`src/rtl/stream_demux4_pkg.sv`:
```
// rtl/stream_demux4_pkg.sv - shared state encoding for the stream buffer blocks
package stream_demux4_pkg;

  localparam logic [1:0] ST_EMPTY_ENC = 2'd0;
  localparam logic [1:0] ST_ONE_ENC   = 2'd1;
  localparam logic [1:0] ST_FULL_ENC  = 2'd2;

  typedef enum logic [1:0] {
    ST_EMPTY = ST_EMPTY_ENC,
    ST_ONE   = ST_ONE_ENC,
    ST_FULL  = ST_FULL_ENC
  } buf_state_t;

endpackage

```
`src/rtl/stream_demux4_dec2to4.sv`:
```
// rtl/stream_demux4_dec2to4.sv - 2-bit index to one-hot 4-bit decoder
module stream_demux4_dec2to4 (
  input  logic [1:0] sel,
  output logic [3:0] onehot
);

  always_comb begin
    onehot = 4'b0000;
    case (sel)
      2'd0: onehot = 4'b0001;
      2'd1: onehot = 4'b0010;
      2'd2: onehot = 4'b0100;
      2'd3: onehot = 4'b1000;
      default: onehot = 4'b0000;
    endcase
  end

endmodule

```
`src/rtl/stream_demux4.sv`:
```
// rtl/stream_demux4.sv - registered 1-to-4 stream demultiplexer with two-entry skid buffer
module stream_demux4
  import stream_demux4_pkg::*;
#(
  parameter int WIDTH = 8
) (
  input  logic             clk,
  input  logic             reset,
  input  logic             s_valid,
  output logic             s_ready,
  input  logic [1:0]       s_sel,
  input  logic [WIDTH-1:0] s_data,
  output logic [3:0]       m_valid,
  input  logic [3:0]       m_ready,
  output logic [WIDTH-1:0] m_data
);

  buf_state_t       state;
  logic [WIDTH-1:0] main_data;
  logic [WIDTH-1:0] skid_data;
  logic [1:0]       main_sel;
  logic [1:0]       skid_sel;
  logic [3:0]       sel_onehot;
  logic             accept;
  logic             out;

  stream_demux4_dec2to4 u_dec (
    .sel    (main_sel),
    .onehot (sel_onehot)
  );

  // s_ready depends on state only, so no m_ready reaches it combinationally
  assign s_ready = (state != ST_FULL) && !reset;
  assign m_valid = (state != ST_EMPTY) ? sel_onehot : 4'b0000;
  assign m_data  = main_data;
  assign accept  = s_valid && s_ready;
  assign out     = |(m_valid & m_ready);

  always_ff @(posedge clk) begin
    if (reset) begin
      state     <= ST_EMPTY;
      main_data <= '0;
      main_sel  <= 2'd0;
      skid_data <= '0;
      skid_sel  <= 2'd0;
    end else begin
      case (state)
        ST_EMPTY: begin
          if (accept) begin
            main_data <= s_data;
            main_sel  <= s_sel;
            state     <= ST_ONE;
          end
        end
        ST_ONE: begin
          if (accept && !out) begin
            skid_data <= s_data;
            skid_sel  <= s_sel;
            state     <= ST_FULL;
          end else if (accept && out) begin
            main_data <= s_data;
            main_sel  <= s_sel;
          end else if (out) begin
            state <= ST_EMPTY;
          end
        end
        ST_FULL: begin
          if (out) begin
            main_data <= skid_data;
            main_sel  <= skid_sel;
            state     <= ST_ONE;
          end
        end
        default: state <= ST_EMPTY;
      endcase
    end
  end

endmodule

```
`config.mk`:
```
export PLATFORM = sky130hd
export DESIGN_NAME = stream_demux4
export DESIGN_NICKNAME = d
export VERILOG_FILES = /design/src/rtl/stream_demux4_pkg.sv /design/src/rtl/stream_demux4_dec2to4.sv /design/src/rtl/stream_demux4.sv
export SDC_FILE = /design/constraint.sdc
export NUM_CORES = 1
export LEC_CHECK = 0
export CORE_ASPECT_RATIO = 1.2
export CORE_MARGIN = 2
export CORE_UTILIZATION = 50
export CTS_CLUSTER_SIZE = 10
export DETAILED_ROUTE_END_ITERATION = 8
export PLACE_DENSITY = 0.82
export SLEW_MARGIN = 10
export SYNTH_ARGS = -nofsm -noshare
export SYNTH_HDL_FRONTEND = slang
export SYNTH_HIERARCHICAL = 1
export SYNTH_SLANG_ARGS = --single-unit
export TNS_END_PERCENT = 20
```
`constraint.sdc`:
```
create_clock -name clk -period 3.1 [get_ports clk]
set_clock_uncertainty 0.05 [all_clocks]
set_input_delay 0.62 -clock clk [delete_from_list [all_inputs] [get_ports clk]]
set_output_delay 0.62 -clock clk [all_outputs]
set_load 0.02 [all_outputs]
```
==> results of run 1 <==
worst max-delay path, stage by stage:
cell and delay, ps:
clkdlybuf4s50_1 580, nor2b_1 170, clkdlybuf4s50_1 610
cell families after synthesis:
logic type / count (synthesis) / synth area share (%)
DFF: 22 / 39.7
buffers and inverters: 9 / 4.85
muxes: 21 / 19.0
AOI/OAI and AO/OA: 16 / 15.5
and+or+nand+nor: 39 / 21.0
area by class of cell:
class | count | area, sq um
timing repair buffer | 31 | 305
multi-input combinational | 76 | 614
sequential | 22 | 440
tap | 30 | 37.5
fill | 200 | 652
clock buffer | 3 | 22.5
cell usage in the layout, fill, tap and decap left out, drive strengths merged, types with 2 or more instances in the layout:
cell,count
or2,2
clkbuf,3
a22oi,2
buf,2
nand3b,10
dfxtp,22
and2,5
clkdlybuf4s50,29
mux2i,21
nor2b,4
nand2,2
o31ai,10
nor2,11
flip-flops by register name, indices dropped and copies added (netlist names):
name	cells
state	2
skid_data	8
main_sel	2
m_data	8
skid_sel	2
stage by stage:
| step | hold slack (ps) | total power, W | cell area, sq um | instances | setup WS (ps) |
|---|---|---|---|---|---|
| floorplan | 413 | 0.000406 | 1110 | 107 | 1240 |
| global placement | 425 | 0.000457 | 1400 | 159 | 448 |
| detailed placement | 437 | 0.000461 | 1400 | 159 | 423 |
| CTS | 462 | 0.000583 | 1420 | 162 | 464 |
| global route | 482 | 0.000609 | 1420 | 162 | 378 |
| finish | 460 | 0.000578 | 1420 | 162 | 455 |
layer usage:
metal,share of wire [%],wire [um],GRT usage (%)
met1,42,883,22.3
met2,52,1110,33.1
met3,5.0,106,2.27
met4,0.57,12,4.76
met5,0,0,0
worst paths after layout:
kind,from,endpoint,slack (ps),cells after the start
max,reset,s_ready,460,3
max reg2reg,main_sel[1],m_data[0],970,5
min,skid_data[3],skid_data[3],460,2
min reg2reg,skid_data[3],skid_data[3],460,2
power by group through the flow:
stage / registers, W / logic [W] / clock network, W
final: 0.000310 / 0.000144 / 0.000124
after global routing: 0.000313 / 0.000157 / 0.000140
after CTS: 0.000310 / 0.000145 / 0.000128
after detailed placement: 0.000316 / 0.000145 / 0
after global placement: 0.000315 / 0.000142 / 0
after floorplan: 0.000324 / 0.0000828 / 0
==> flow_summary.toml, run 1 <==
[floorplan]
die_h_um = 55.6
die_w_um = 47.0
io_pins = 30
die_area_sq_um = 2610
rows = 18
initial_core_util_pct = 53.5
core_sq_um = 2070

[job]
maxCapViolCount = 0

[global_route]
grt_pass1_vias = 857
grt_max_degree = 28
grt_pass1_wl_um = 3680
grt.total_usage_pct = 18.5
grt.overflow.total = 0
antenna_found_initial = 0

[synth]
async_reset_ff_share_pct = 0
synth_area_sq_um = 1110
synthTopCellsByCount = "22 x dfxtp_1, 21 x mux2i_1, 11 x nor2_1"
synth_nets = 124
synth_edf_count = 0
yosys.area.top_type_share_pct = 39.7
synth_seq_cells = 22
yosysMostFrequentCell = "dfxtp_1"
syn_inst = 107
ys_top_cells_by_area = "dfxtp_1 40%, mux2i_1 19%, o31ai_2 11%"
synth_top_area_cell = "dfxtp_1"
avgSynthCellArea_sq_um = 10.4
yosysUniqueCellTypes = 23
ys_warn_count = 6
seq_area_frac_synth_pct = 39.7
synth_top_flop_cell = "dfxtp_1"

[clocking]
clock_sinks = 22
cts_setup_buffers = 0
root_buffer = "clkbuf_4"
clock_latency_ps = 290
cts.htree.levels = 1
ctsResizeCount = 0
postCtsHoldBufs = 0
clockBufferDepth = 2
cts_tree = "yes"
cts_buffers = 3
clk_pin_slew_worst_paths_ps = 110

[timing]
max_freq_ghz = 0.378
finalCriticalPeriod_ps = 2640
min_period_over_period_pct = 85.3
finalHoldViolCount = 0
worstMarginPinSlew_ps = 916
setup_tns_ps = 0
drv_slew = 0
rsz0062_at_grt = "no"
maxSlewHeadroom_pct = 39.0
setup_viol = 0

[layout]
num-nets-final = 151
final_util_pct = 68.5
antenna_cells = 0
area_delta_synth_final_pct = 28.1
layout-drive-gt1-share_pct = 12.9

[place]
dpl.hpwl_um = 1530
place_congestion = 0.715
port_buffers = 29

[power_and_ir_drop]
p_sw_share_pct = 27.8
p_per_area_nw_per_um2 = 407
power_frac_seq_pct = 53.6
pwr-share-comb_pct = 24.9
worst_ir_drop_vdd_v = 0.000305
p_sw_w = 0.000160
p_leak_nw = 0.644
clockPowerShare_pct = 21.5
intPower_w = 0.000417

[setup_path]
cp.required_ps = 2430
end_kind = "output pin"
start_kind = "input pin"
crit_arrival_ps = 1970
crit_fanout = 10
worst-setup-path-type = "input pin to output pin"

[routing]
firstDrtPassIters = 4
drcViolationCount = 0
via_per_inst = 5.40
routed_wl_um = 2110
drtIter0Drc = 13
wl_per_cell_um = 13.0
drtAntennaViolNets = 0
via_count = 874

[worst_hold_path]
hold_class = "flop to flop"

[run_status]
status = "complete, no violations"
No activity file was read; power rests on OpenSTA's default activity.
==> run 2: changes to the inputs <==
PLACE_DENSITY = 0.88   (was 0.82)
REMOVE_ABC_BUFFERS = 1   (was unset)
==> run 2 against run 1 <==
Effect of this change:
- via count shrank 1.6%
- largest power group unchanged
- critical path depth is the same
- highest routed layer is now met3
- global-route usage shrank 0.52 points
- largest cell class unchanged
- register-to-register slack lost 90 ps
- worst setup slack lost 14 ps
- clock-buffer cell count is the same
- total power grew 16%
==> flow_summary.toml, run 2 (synthesis results as in run 1) <==
[clocking]
root_buffer = "clkbuf_4"
cts.htree.levels = 1
postCtsHoldBufs = 0
clock_sinks = 22
cts_buffers = 3
clockBufferDepth = 2
cts_tree = "yes"
clock_latency_ps = 300
clk_pin_slew_worst_paths_ps = 120
ctsResizeCount = 0
cts_setup_buffers = 0

[layout]
fillers = 178
layout_commonest_cell = "clkdlybuf4s50_1"
final_area_sq_um = 1470
area_delta_synth_final_pct = 32.2
final_cells = 165
antenna_cells = 0
layout-drive-gt1-share_pct = 14.8
num-nets-final = 153
layout.cells.most_common_list = "29 x clkdlybuf4s50_1, 22 x dfxtp_1, 21 x mux2i_1"

[floorplan]
initial_core_util_pct = 53.5
core_sq_um = 2070
die_area_sq_um = 2610
die_h_um = 55.6
rows = 18
die_w_um = 47.0
io_pins = 30

[global_route]
antenna_found_initial = 0
grt.overflow.total = 0
grt_pass1_vias = 860
grt_pass1_wl_um = 3570
grt_max_degree = 23
grt.total_usage_pct = 18.0

[setup_path]
worst-setup-path-type = "input pin to output pin"
crit_arrival_ps = 1990
end_kind = "output pin"
crit_fanout = 9
start_kind = "input pin"
cp.required_ps = 2430

[timing]
maxSlewHeadroom_pct = 38.3
worstMarginPinSlew_ps = 925
setup_tns_ps = 0
drv_slew = 0
min_period_over_period_pct = 85.8
setup_viol = 0
finalHoldViolCount = 0
rsz0062_at_grt = "no"
max_freq_ghz = 0.376
hold_ws_ps = 459
finalCriticalPeriod_ps = 2660

[power_and_ir_drop]
worst_ir_drop_vdd_v = 0.000314
p_leak_nw = 0.667
p_per_area_nw_per_um2 = 458

[place]
dp_cells = 161
dpl.hpwl_um = 1530
port_buffers = 29
place_congestion = 0.710
dpl_cell_area_sq_um = 1410

[routing]
via_per_inst = 5.21
drtAntennaViolNets = 0
routed_wl_um = 2130
wl_per_cell_um = 12.9
drtIter0Drc = 10
drcViolationCount = 0
via_count = 860
firstDrtPassIters = 4

[run_status]
status = "complete, no violations"

[worst_hold_path]
hold_class = "flop to flop"

[job]
maxCapViolCount = 0
[run 2: changes by cell type in the layout (fill, tap and decap cells not counted)]
cell,previous run,this run
buf_4,2,4
bufinv_16,0,1
[run 2: cell type report]
| type | instances | area (sq um) | share of cell area [%] |
|---|---|---|---|
| Sequential cell | 22 | 440 | 30.1 |
| Clock buffer | 3 | 22.5 | 1.54 |
| Clock inverter | 1 | 30.0 | 2.05 |
| Multi-Input combinational cell | 76 | 614 | 41.9 |
| Tap cell | 30 | 37.5 | 2.56 |
| Timing Repair Buffer | 33 | 320 | 21.9 |
[run 2: path summary, 6_finish.rpt]
check,startpoint,endpoint,slack [ps],cells after the start
max reg2reg,main_sel[1],main_sel[0],880,5
min,skid_data[6],skid_data[6],460,2
min reg2reg,skid_data[6],skid_data[6],460,2
max,reset,s_ready,440,3
[run 2: layer usage]
layer | part of all wire, % | track usage, %
met1 | 47 | 23.2
met2 | 49 | 30.7
met3 | 4.2 | 2.27
met4 | 0 | 4.37
met5 | 0 | 0
[run 2: worst max-delay path, cell delays in order]
cell,delay [ps]
clkdlybuf4s50_1,560
nor2b_1,190
clkdlybuf4s50_1,630
[run 2: power breakdown]
part | leakage [nW] | switching [W] | internal, W
sequential | 0.179 | 0.0000117 | 0.000299
combinational | 0.460 | 0.0000716 | 0.0000749
clock | 0.0279 | 0.0000839 | 0.000131
total | 0.667 | 0.000167 | 0.000504
[run 2: stage by stage]
stage	setup WS [ps]	util, %	total power (W)
2_1_floorplan	1200	-	0.000394
3_3_place_gp	397	68.2	0.000458
3_5_place_dp	314	68.2	0.000462
4_1_cts	445	70.7	0.000677
5_1_grt	358	70.7	0.000698
6_report	441	70.7	0.000671
